## config.mk

```make
export PLATFORM = sky130hd
export DESIGN_NAME = sequenciador_uc
export DESIGN_NICKNAME = d
export VERILOG_FILES = /design/src/rtl/sequenciador_uc.sv
export SDC_FILE = /design/constraint.sdc
export NUM_CORES = 1
export LEC_CHECK = 0
export BUFFER_PORTS_ARGS = -buffer_cell sky130_fd_sc_hd__clkbuf_2
export CAP_MARGIN = 40
export CORE_ASPECT_RATIO = 2
export CORE_MARGIN = 2
export CORE_UTILIZATION = 60
export DETAILED_ROUTE_END_ITERATION = 7
export PLACE_DENSITY = 0.8
export SLEW_MARGIN = 20
export SYNTH_ARGS = -nofsm -noshare
export SYNTH_HDL_FRONTEND = slang
export SYNTH_SLANG_ARGS = --single-unit
```

## constraint.sdc

```tcl
create_clock -name clock -period 3.6 [get_ports clock]
set_input_delay 0 -clock clock [delete_from_list [all_inputs] [get_ports clock]]
set_output_delay 0 -clock clock [all_outputs]
set_load 0.01 [all_outputs]
```

## src/rtl/sequenciador_uc.sv

```systemverilog
// sequenciador_uc: control unit for one sensor-measure / serial-TX / RX-load round.
// Optional per-byte receive timeout is built in when SEQUENCIADOR_RX_TIMEOUT_EN is defined.
module sequenciador_uc #(
   parameter int N_SENSORS        = 3,
   parameter int BYTES_PER_SENSOR = 4,
   parameter int N_RX             = 3,
   parameter int WAIT_CYCLES      = 50_000_000,
   parameter int TIMEOUT_CYCLES   = 100_000_000,
   localparam int SW = (N_SENSORS > 1) ? $clog2(N_SENSORS) : 1,
   localparam int BW = (BYTES_PER_SENSOR > 1) ? $clog2(BYTES_PER_SENSOR) : 1
) (
   input  logic            clock,
   input  logic            reset,
   input  logic            jogar,
   input  logic            pronto_serial,
   input  logic            pronto_recepcao,
   output logic            medir,
   output logic            partida_tx,
   output logic [SW-1:0]   sel_sensor,
   output logic [BW-1:0]   sel_byte,
   output logic [N_RX-1:0] carrega_reg,
   output logic            zera_dp,
   output logic            pronto,
   output logic            timeout,
   output logic [3:0]      db_estado
);

   localparam int WW = (WAIT_CYCLES > 1) ? $clog2(WAIT_CYCLES) : 1;
   localparam int RW = (N_RX > 1) ? $clog2(N_RX) : 1;

   if (N_SENSORS < 1 || BYTES_PER_SENSOR < 1 || N_RX < 1 || WAIT_CYCLES < 1 || TIMEOUT_CYCLES < 2)
   begin : g_param_check
      $error("sequenciador_uc: illegal parameter value");
   end

   typedef enum logic [3:0] {
      INICIAL      = 4'd0,
      ZERA         = 4'd1,
      MEDIR        = 4'd2,
      ESPERA       = 4'd3,
      ENVIA        = 4'd4,
      PROX_ENVIO   = 4'd5,
      ESPERA_RECEP = 4'd6,
      PROX_RECEP   = 4'd7,
      FINAL        = 4'd8,
      ERRO         = 4'd9
   } estado_t;

   estado_t         r_estado, w_prox_estado;
   logic [WW-1:0]   r_cnt_wait;
   logic [SW-1:0]   r_sel_sensor;
   logic [BW-1:0]   r_sel_byte;
   logic [RW-1:0]   r_cnt_rx;
   logic [N_RX-1:0] r_carrega, w_carrega;
   logic            r_medir, r_partida, r_zera_dp, r_pronto;
   logic            w_fim_espera, w_ultimo_byte, w_ultimo_sensor, w_ultimo_rx, w_estouro;

   assign w_fim_espera    = (r_cnt_wait == WW'(WAIT_CYCLES - 1));
   assign w_ultimo_byte   = (r_sel_byte == BW'(BYTES_PER_SENSOR - 1));
   assign w_ultimo_sensor = (r_sel_sensor == SW'(N_SENSORS - 1));
   assign w_ultimo_rx     = (r_cnt_rx == RW'(N_RX - 1));

`ifdef SEQUENCIADOR_RX_TIMEOUT_EN
   localparam int TW = $clog2(TIMEOUT_CYCLES);
   logic [TW-1:0] r_cnt_to;
   logic          r_timeout;

   // Restarts on every entry to ESPERA_RECEP because it is held at zero everywhere else.
   always_ff @(posedge clock or posedge reset) begin
      if (reset)                          r_cnt_to <= '0;
      else if (r_estado == ESPERA_RECEP) r_cnt_to <= r_cnt_to + 1'b1;
      else                                r_cnt_to <= '0;
   end

   always_ff @(posedge clock or posedge reset) begin
      if (reset) r_timeout <= 1'b0;
      else       r_timeout <= (w_prox_estado == ERRO);
   end

   assign w_estouro = (r_cnt_to == TW'(TIMEOUT_CYCLES - 1));
   assign timeout   = r_timeout;
`else
   assign w_estouro = 1'b0;
   assign timeout   = 1'b0;
`endif

   // NOTE: non-blocking assignments so every flop samples the values from before the edge.
   always_ff @(posedge clock or posedge reset) begin
      if (reset) r_estado <= INICIAL;
      else       r_estado <= w_prox_estado;
   end

   always_comb begin
      // NOTE: default assigned first so no path leaves the signal unassigned (no latch).
      w_prox_estado = r_estado;
      case (r_estado)
         INICIAL:      if (jogar) w_prox_estado = ZERA;
         ZERA:         w_prox_estado = MEDIR;
         MEDIR:        w_prox_estado = ESPERA;
         ESPERA:       if (w_fim_espera) w_prox_estado = ENVIA;
         ENVIA:        if (pronto_serial) w_prox_estado = PROX_ENVIO;
         PROX_ENVIO:   w_prox_estado = (w_ultimo_byte && w_ultimo_sensor) ? ESPERA_RECEP : ENVIA;
         ESPERA_RECEP: begin
            if (pronto_recepcao) w_prox_estado = PROX_RECEP;
            else if (w_estouro)  w_prox_estado = ERRO;
         end
         PROX_RECEP:   w_prox_estado = w_ultimo_rx ? FINAL : ESPERA_RECEP;
         FINAL:        w_prox_estado = INICIAL;
         ERRO:         w_prox_estado = INICIAL;
         default:      w_prox_estado = INICIAL;
      endcase
   end

   always_ff @(posedge clock or posedge reset) begin
      if (reset) begin
         r_cnt_wait   <= '0;
         r_sel_sensor <= '0;
         r_sel_byte   <= '0;
         r_cnt_rx     <= '0;
      end else begin
         case (r_estado)
            ZERA: begin
               r_cnt_wait   <= '0;
               r_sel_sensor <= '0;
               r_sel_byte   <= '0;
               r_cnt_rx     <= '0;
            end
            ESPERA:     r_cnt_wait <= w_fim_espera ? '0 : r_cnt_wait + 1'b1;
            PROX_ENVIO: begin
               if (w_ultimo_byte) begin
                  r_sel_byte   <= '0;
                  r_sel_sensor <= w_ultimo_sensor ? '0 : r_sel_sensor + 1'b1;
               end else begin
                  r_sel_byte   <= r_sel_byte + 1'b1;
               end
            end
            PROX_RECEP: if (!w_ultimo_rx) r_cnt_rx <= r_cnt_rx + 1'b1;
            default: ;
         endcase
      end
   end

   // Pulse outputs are registered from the next state so they line up with it and cannot glitch.
   always_comb begin
      w_carrega = '0;
      if (w_prox_estado == PROX_RECEP) w_carrega = N_RX'(1) << r_cnt_rx;
   end

   always_ff @(posedge clock or posedge reset) begin
      if (reset) begin
         r_medir   <= 1'b0;
         r_partida <= 1'b0;
         r_zera_dp <= 1'b0;
         r_pronto  <= 1'b0;
         r_carrega <= '0;
      end else begin
         r_medir   <= (w_prox_estado == MEDIR);
         r_partida <= (w_prox_estado == ENVIA);
         r_zera_dp <= (w_prox_estado == ZERA) || (w_prox_estado == ERRO);
         r_pronto  <= (w_prox_estado == FINAL);
         r_carrega <= w_carrega;
      end
   end

   assign medir       = r_medir;
   assign partida_tx  = r_partida;
   assign zera_dp     = r_zera_dp;
   assign pronto      = r_pronto;
   assign carrega_reg = r_carrega;
   assign sel_sensor  = r_sel_sensor;
   assign sel_byte    = r_sel_byte;
   assign db_estado   = (r_estado > ERRO) ? 4'hF : r_estado;

endmodule

```

==> reports/qor.yml, run 1 <==
clocking:
  cts-root-buf: "clkbuf_8"
  cts_tree: "yes"
  htree_levels: 2
  clockBufferDepth: 2
  numCtsBuffers: 5
  cts.sinks: 43
  clock_latency_ns: 0.30
  post_cts_buffers: 0
  cts.reportedPaths.clkPinSlew_ns: 0.08
global_route:
  grt_usage_pct: 24.7
  grt_pass1_vias: 1694
  grt_max_degree: 44
  overflow: 0
  antenna_found_initial: 0
  grt_pass1_wl_um: 8010
synthesis:
  synth_fp_nets: 267
  yosys-top-cells-area: "dfrtp_1 (46%), o21ai_0 (4.3%), nand2_1 (4.0%)"
  yosys.area.top_type: "dfrtp_1"
  synth_top_cells_by_count: "dfrtp_1 (43), nand2_1 (25), o21ai_0 (20)"
  ys_types: 47
  synth_area_um2: 2320
  yosys_register_bits: 43
  synthCells: 257
  ys_seq_area_share_pct: 46.4
  synth-edff-count: 0
  async_reset_ff_share_pct: 100
  yosysMostFrequentCell: "dfrtp_1"
  yosys_warnings: 0
  yosys_most_used_dff: "dfrtp_1"
  syn_area_per_cell_um2: 9.03
  yosysTopAreaCellShare_pct: 46.4
floorplanning:
  die_y_um: 92.0
  rows: 32
  die_width_um: 48.0
  core_area_um2: 3760
  initial_core_util_pct: 61.7
  die_area_um2: 4410
  pin_count: 21
sta:
  hold_viol: 0
  setup_viol_count_final: 0
  worst-slew-pin-transition_ns: 0.744
  slew_viol_final: 0
  fmax_mhz: 422
  fin_ws_ns: 1.23
  rsz0062_at_grt: "no"
  fin_skew_ns: 0.0109
  timing.final.crit_share_pct: 65.8
  layout_min_cycle_time_ns: 2.37
  slew_headroom_pct: 50.4
  fin_tns_setup_ns: 0
hold_path:
  min_path_type: "in2reg"
worst_setup_path:
  endpoint_kind: "flip-flop"
  worst-path-max-fanout: 17
  cpPeakStageDelay_ns: 0.56
  path_class: "reg2reg"
  cpMaxStageDelayCell: "o21ai_2"
  start_kind: "flip-flop"
  critical_path_buf_inv_count: 0
  cp.required_ns: 3.79
  critPathTopFamily: "compound AO/OA/AOI/OAI gates"
  arrival_ns: 2.56
  crit_chain: "ha_1, nand3_1, or3_4, o21ai_2, o21ai_0, a22o_1"
route:
  drc_errors: 0
  vias: 1929
  vias_per_cell: 5.92
  routedWlPerCell_um: 14.1
  drtIter0Drc: 92
  firstDrtPassIters: 5
  wl_um: 4590
  ant_nets: 0
cells_and_area:
  largest_register_ffs: 26
  fillCellCount: 335
  syn_to_final_growth_pct: 9.00
  drive_above_1_share_pct: 12.4
  diodes: 0
  layout.nets: 284
  instances_no_fill: 326
placed_design:
  dp_cells: 316
  hpwl_um: 3080
  place_ws_ns: 1.25
  place_congestion: 0.787
  port_buffers: 19
power_and_ir_drop:
  power.share.clock_pct: 37.0
  vdd_drop_max_v: 0.000265
  p_sw_w: 0.000166
  combPwrFrac_pct: 1.8
  power.internal_w: 0.000623
  seq_power_share_pct: 61.2
  netSwitchingFraction_pct: 21.1
  leakage_nw: 1.18
  power.density_nw_per_um2: 312
job:
  maxCapViolations: 0
run_status:
  status: "complete, no violations"
==> kinds of logic after synthesis <==
kind of cell    synth area share (%)
other cells                    0.162
mux                             2.21
fa+ha+maj                       2.70
simple gates                    26.0
flops                           46.4
buf+inv                         5.12
compound gates                  15.6
xor+xnor                        1.89
==> layout by cell type, fill, tap and decap left out, types with 2 or more instances in the layout <==
master         Yosys  layout
dfrtp_1           43      43
nand2_1           25      25
o21ai_0           20      20
clkbuf_2           0      19
nor2_1            18      18
inv_1             14      14
nor3_1            13      13
nand3_1           13      13
a21oi_1           12      12
a31oi_1            9       9
nand4_1            8       8
a21o_1             6       6
nand2b_1           5       5
xor2_1             5       5
or3_1              5       5
ha_1               5       5
clkbuf_8           0       5
a22o_1             4       4
nor4_1             4       4
mux2i_1            4       4
nor4b_1            3       3
nor3b_1            3       3
and3_1             3       3
or2b_1             2       2
clkbuf_1           7       2
dlygate4sd3_1      0       2
buf_4              2       2
==> power by group through the flow <==
stage          combinational (W)  sequential [W]  clock (W)
3_3_place_gp           0.0000135        0.000492          0
2_1_floorplan         0.00000882        0.000492          0
6_report               0.0000146        0.000483   0.000292
4_1_cts                0.0000154        0.000483   0.000301
5_1_grt                0.0000177        0.000482   0.000321
3_5_place_dp           0.0000136        0.000492          0
==> per-stage QoR <==
stage                     hold slack [ns]  cell area (um2)  total power [W]  utilization [%]
after floorplan                     0.165             2320         0.000501                -
after global placement              0.141             2430         0.000506             64.5
after detailed placement            0.145             2430         0.000506             64.5
after CTS                          0.0386             2530         0.000799             67.2
after global routing               0.0456             2530         0.000821             67.2
final                              0.0488             2530         0.000789             67.2
==> area by class of cell <==
class / count / area (um2) / share of cell area (%)
Timing Repair Buffer: 23 / 130 / 5.14
Inverter: 14 / 52.6 / 2.08
Clock buffer: 7 / 76.3 / 3.02
Multi-Input combinational cell: 187 / 1130 / 44.5
Tap cell: 51 / 63.8 / 2.52
Sequential cell: 43 / 1080 / 42.5
Clock inverter: 1 / 5.00 / 0.198
==> timing repair <==
| item | CTS | global route |
|---|---|---|
| endpoints found under the setup margin | 0 | 0 |
| hold buffers | 2 | 0 |
| resized for setup | 0 | 0 |
| hold endpoints to repair | 44 | 0 |
==> routing by layer <==
layer / vias up / share of wire [%] / GRT usage [%] / wire length [um]
met3: 8 / 4.7 / 5.91 / 215
met4: 0 / 2.0 / 9.68 / 94
met1: 912 / 46 / 38.0 / 2090
li1: 953 / - / - / -
met2: 56 / 48 / 33.1 / 2190
met5: - / 0 / 0 / 0
==> worst paths after layout <==
check                                startpoint             end  slack, ns  cells past startpoint
worst max-delay path              r_cnt_wait[0]   r_cnt_wait[8]       1.23                      6
worst min-delay path            pronto_recepcao  carrega_reg[0]       0.05                      3
worst max register to register    r_cnt_wait[0]   r_cnt_wait[8]       1.23                      6
worst min register to register      sel_byte[1]     sel_byte[1]       0.52                      2
max in group asynchronous                 reset     sel_byte[1]       2.88                      4
min in group asynchronous                 reset   r_cnt_wait[5]       0.36                      4
==> worst min-delay path, stage by stage <==
cell,delay [ns]
clkbuf_2,0.08
nand4_1,0.18
nor2_1,0.06
No activity file was read; power rests on OpenSTA's default activity.
==> inputs of run 2 (changes only) <==
--- a/config.mk
+++ b/config.mk
@@ -9,9 +9,9 @@
 export CAP_MARGIN = 40
 export CORE_ASPECT_RATIO = 2
 export CORE_MARGIN = 2
-export CORE_UTILIZATION = 60
+export CORE_UTILIZATION = 53
 export DETAILED_ROUTE_END_ITERATION = 7
-export PLACE_DENSITY = 0.8
+export PLACE_DENSITY = 0.75
 export SLEW_MARGIN = 20
 export SYNTH_ARGS = -nofsm -noshare
 export SYNTH_HDL_FRONTEND = slang
==> constraint.sdc (replaced) <==
create_clock -name clock -period 2.1 [get_ports clock]
set_input_delay 0 -clock clock [delete_from_list [all_inputs] [get_ports clock]]
set_output_delay 0 -clock clock [all_outputs]
set_load 0.01 [all_outputs]
==> run 2 against run 1 <==
Net effect:
- clock-buffer cell count is 2 lower
- power is 72% higher
- clock power up 72%
- final cell count up 4.9%
- routed wire length is 16% higher
- critical endpoint is now r_cnt_wait[4]
- highest routed layer unchanged
==> reports/qor.yml, run 2 (synthesis results as in run 1) <==
clocking:
  cts.reportedPaths.clkPinSlew_ns: 0.08
  clock_latency_ns: 0.30
  clockBufferDepth: 2
  numCtsBuffers: 5
  cts-root-buf: "clkbuf_8"
  htree_levels: 2
  cts.sinks: 43
  cts_tree: "yes"
cells_and_area:
  layout.nets: 299
  drive_above_1_share_pct: 18.4
  final_common_cell: "dfrtp_1"
  fillCellCount: 385
  final_cell_mix: "dfrtp_1 (43), nand2_1 (25), o21ai_0 (20)"
  diodes: 0
  ff_latch_area_um2: 1080
  syn_to_final_growth_pct: 14.6
  multi_input_area_um2: 1140
  post-route-util_pct: 61.9
  largest_register_ffs: 26
global_route:
  met1_usage_pct: 27.2
  grt_usage_pct: 23.6
  grt_pass1_wl_um: 8990
  grt_use_met2_pct: 41.4
  overflow: 0
  grt_max_degree: 44
  grt_pass1_vias: 1947
  top_usage_layer: "met2"
  use_met3_pct: 3.08
  antenna_found_initial: 0
sta:
  worst-slew-pin-transition_ns: 0.598
  slew_headroom_pct: 60.0
  slew_viol_final: 0
  setup_viol_count_final: 0
  timing.final.crit_share_pct: 94.8
  fin_skew_ns: 0.00737
  layout_min_cycle_time_ns: 1.99
  fin_ws_ns: 0.109
  hold_viol: 0
  fmax_mhz: 502
route:
  wl_um: 5350
  drc_errors: 0
  vias_per_cell: 6.04
  ant_nets: 0
  firstDrtPassIters: 4
  routedWlPerCell_um: 15.6
  drtIter0Drc: 46
  vias: 2067
worst_setup_path:
  cpMaxStageDelayCell: "or3_4"
  worst-path-max-fanout: 12
  cp.required_ns: 2.27
  start_kind: "flip-flop"
  critPathTopFamily: "simple AND/OR/NAND/NOR gates"
  arrival_ns: 2.16
  crit_chain: "ha_2, nand3_1, or3_4, o21a_1, buf_4, a21oi_1, a31oi_1"
  cpPeakStageDelay_ns: 0.43
  critical_path_buf_inv_count: 1
  path_class: "reg2reg"
  endpoint_kind: "flip-flop"
power_and_ir_drop:
  leakage_nw: 1.25
  seq_power_share_pct: 61.1
  p_sw_w: 0.000299
  netSwitchingFraction_pct: 22.1
  power.internal_w: 0.00106
  combPwrFrac_pct: 1.9
  power.share.clock_pct: 37.0
  vdd_drop_max_v: 0.000702
  power.density_nw_per_um2: 509
  total_power_w: 0.00135
run_status:
  status: "complete, no violations"
floorplanning:
  pin_count: 21
  rows: 34
  initial_core_util_pct: 54.0
  die_width_um: 50.8
  die_area_um2: 4960
  core_area_um2: 4300
  die_y_um: 97.6
placed_design:
  hpwl_um: 3890
  port_buffers: 19
  place_congestion: 0.846
  place_ws_ns: 0.131
hold_path:
  min_path_type: "in2reg"
job:
  maxCapViolations: 0
## run 2: cell type report
type / count / share of cell area, %
flip-flops and latches: 43 / 40.5
clock buffers: 5 / 2.59
inverters: 14 / 1.98
multi-input cells: 187 / 43.0
well taps: 54 / 2.54
repair buffers: 38 / 9.13
clock inverters: 1 / 0.282
## run 2: path summary, 6_finish.rpt
check                      slack [ns]             from        endpoint  depth (start not counted)
setup / recovery                 0.11    r_cnt_wait[1]   r_cnt_wait[4]                          7
hold / removal                   0.04  pronto_recepcao  carrega_reg[0]                          3
setup reg to reg                 0.11    r_cnt_wait[1]   r_cnt_wait[4]                          7
hold reg to reg                  0.50   r_cnt_wait[25]  r_cnt_wait[25]                          1
max in group asynchronous        1.35            reset   r_cnt_wait[3]                          4
min in group asynchronous        0.37            reset   r_cnt_wait[6]                          4
## run 2: metrics by stage
stage / std cells / setup TNS, ns / instance area, um2 / hold slack (ns)
after floorplan: 257 / 0 / 2320 / 0.165
after global placement: 333 / 0 / 2540 / 0.144
after detailed placement: 333 / 0 / 2540 / 0.153
after CTS: 341 / 0 / 2630 / 0.0443
after global routing: 342 / -0.0262 / 2660 / 0.0607
final: 342 / 0 / 2660 / 0.0391
## run 2: worst min-delay path: stages
cell and delay (ns):
clkbuf_2 0.08, nand4_1 0.17, nor2_1 0.06
## run 2: power by group through the flow
stage	Combinational, W	Clock (W)	Sequential (W)
final	0.0000256	0.000501	0.000827
after global routing	0.0000305	0.000537	0.000827
after CTS	0.0000268	0.000505	0.000827
after detailed placement	0.0000239	0	0.000844
after global placement	0.0000235	0	0.000844
after floorplan	0.0000151	0	0.000844
## run 2: timing repair
action / CTS / global route
endpoints found under the setup margin: 0 / 12
setup buffers: 0 / 1
hold endpoints to repair: 44 / 0
hold buffers: 2 / 0
gates resized for setup: 0 / 4
## run 2: per-layer routing
layer | share of wire, % | vias up
li1 | - | 984
met1 | 37 | 1016
met2 | 57 | 52
met3 | 2.7 | 15
met4 | 3.3 | 0
met5 | 0 | -
==> inputs of run 3 (changes only) <==
--- a/config.mk
+++ b/config.mk
@@ -7,11 +7,13 @@
 export LEC_CHECK = 0
 export BUFFER_PORTS_ARGS = -buffer_cell sky130_fd_sc_hd__clkbuf_2
 export CAP_MARGIN = 40
+export CELL_PAD_IN_SITES_DETAIL_PLACEMENT = 1
+export CELL_PAD_IN_SITES_GLOBAL_PLACEMENT = 1
 export CORE_ASPECT_RATIO = 2
 export CORE_MARGIN = 2
-export CORE_UTILIZATION = 53
+export CORE_UTILIZATION = 41
 export DETAILED_ROUTE_END_ITERATION = 7
-export PLACE_DENSITY = 0.75
+export PLACE_DENSITY_LB_ADDON = 0.1
 export SLEW_MARGIN = 20
 export SYNTH_ARGS = -nofsm -noshare
 export SYNTH_HDL_FRONTEND = slang
==> run 3 against run 2 <==
Net effect:
- critical path depth is the same
- largest power group unchanged
- combinational power grew 4%
- final area grew 3.9%
- final cell count grew 4.4%
- clock skew shrank 0.00057 ns
- clock-buffer cell count grew 1
- sequential power is essentially flat
==> reports/qor.yml, run 3 (synthesis results as in run 1) <==
run_status:
  status: "complete, no violations"
floorplanning:
  initial_core_util_pct: 42.4
  pin_count: 21
  die_width_um: 57.2
  core_area_um2: 5470
  die_area_um2: 6320
  rows: 38
  die_y_um: 110
cells_and_area:
  layout.nets: 306
  fillCellCount: 663
  syn_to_final_growth_pct: 19.0
  ff_latch_area_um2: 1080
  instances_no_fill: 357
  multi_input_area_um2: 1130
  largest_register_ffs: 26
  drive_above_1_share_pct: 20.5
  diodes: 0
  final_cell_mix: "dfrtp_1 (43), nand2_1 (25), buf_4 (23)"
  final_common_cell: "dfrtp_1"
power_and_ir_drop:
  vdd_drop_max_v: 0.000681
  leakage_nw: 1.31
  power.density_nw_per_um2: 559
placed_design:
  port_buffers: 19
  place_congestion: 0.811
  hpwl_um: 4600
  dp_cells: 346
worst_setup_path:
  cp.required_ns: 2.28
  arrival_ns: 2.14
  worst-path-max-fanout: 14
  worstRegToRegCells: 7
  cpMaxStageDelayCell: "or3_4"
  worstReg2RegEnd: "r_cnt_wait[2]"
  crit_chain: "ha_2, nand3_1, or3_4, o21a_1, buf_4, or2b_1, a31oi_1"
  path_class: "reg2reg"
  start_kind: "flip-flop"
  endpoint_kind: "flip-flop"
  reg2reg_slack_ns: 0.14
  r2r-start: "r_cnt_wait[1]"
  cpPeakStageDelay_ns: 0.41
sta:
  fin_tns_setup_ns: 0
  fmax_mhz: 510
  rsz0062_at_grt: "no"
  hold_viol: 0
  slew_headroom_pct: 62.6
  setup_viol_count_final: 0
  timing.final.crit_share_pct: 93.3
  fin_skew_ns: 0.00681
  slew_viol_final: 0
  worst-slew-pin-transition_ns: 0.558
  layout_min_cycle_time_ns: 1.96
hold_path:
  hold-path-endpoint: "carrega_reg[2]"
  min_path_type: "in2reg"
  hp-start: "pronto_recepcao"
  min_path_cells: 3
global_route:
  overflow: 0
  grt_pass1_wl_um: 10200
  grt_max_degree: 27
  antenna_found_initial: 0
  grt_usage_pct: 20.8
  grt_pass1_vias: 2134
clocking:
  cts_tree: "yes"
  cts.sinks: 43
  numCtsBuffers: 5
  cts.reportedPaths.clkPinSlew_ns: 0.08
  htree_levels: 2
  clock_latency_ns: 0.31
  clockBufferDepth: 2
  cts-root-buf: "clkbuf_8"
route:
  wl_um: 6190
  routedWlPerCell_um: 17.3
  firstDrtPassIters: 4
  drtIter0Drc: 45
  vias: 2042
  drc_errors: 0
  vias_per_cell: 5.72
  ant_nets: 0
job:
  maxCapViolations: 0
[run 3: cell type report]
type | instances | share of cell area (%)
Clock buffer | 6 | 2.99
Clock inverter | 2 | 1.27
Inverter | 14 | 1.90
Multi-Input combinational cell | 187 | 41.0
Sequential cell | 43 | 38.9
Tap cell | 60 | 2.72
Timing Repair Buffer | 45 | 11.1
[run 3: what timing repair did]
item / 4_1_cts / 5_1_grt
gates resized for setup: 0 / 2
hold buffers: 2 / 0
buffers inserted: 0 / 1
hold endpoints to repair: 18 / 0
endpoints found under the setup margin: 0 / 4
[run 3: per-stage QoR]
step	area, um2	hold slack [ns]	util (%)	total power (W)	setup slack, ns
after floorplan	2320	0.165	-	0.000859	0.175
after global placement	2610	-0.0131	47.7	0.000868	0.174
after detailed placement	2610	-0.00286	47.7	0.000869	0.101
after CTS	2750	0.0275	50.3	0.00156	0.0874
after global routing	2760	0.0634	50.5	0.00159	0.0137
final	2760	0.0299	50.5	0.00155	0.140
[run 3: worst max-delay path, delay by kind of cell (launching register included)]
family	cells	cell delay, ns
compound gates	2	0.35
fa+ha+maj	1	0.22
buf+inv	1	0.21
flops	1	0.38
simple gates	3	0.67
[run 3: worst max path at each step]
stage | cells past startpoint | endpoint | slack, ns | from
global route | 7 | r_cnt_wait[2] | 0.01 | r_cnt_wait[1]
floorplan | 7 | r_cnt_wait[23] | 0.18 | r_cnt_wait[0]
CTS | 7 | r_cnt_wait[2] | 0.09 | r_cnt_wait[1]
finish | 7 | r_cnt_wait[2] | 0.14 | r_cnt_wait[1]
global placement | 7 | r_cnt_wait[2] | 0.17 | r_cnt_wait[1]
detailed placement | 7 | r_cnt_wait[2] | 0.10 | r_cnt_wait[1]
[run 3: per-layer routing]
layer	track usage, %	share of wire [%]	vias to the layer above
met4	9.46	3.3	0
met2	38.1	56	31
met3	3.40	2.3	14
met5	0	0	-
li1	-	-	996
met1	22.3	39	1001
[run 3: where the power goes]
| group | internal (W) | switching (W) |
|---|---|---|
| clock network | 0.000385 | 0.000307 |
| registers | 0.000827 | 0 |
| logic | 0.00000709 | 0.0000195 |
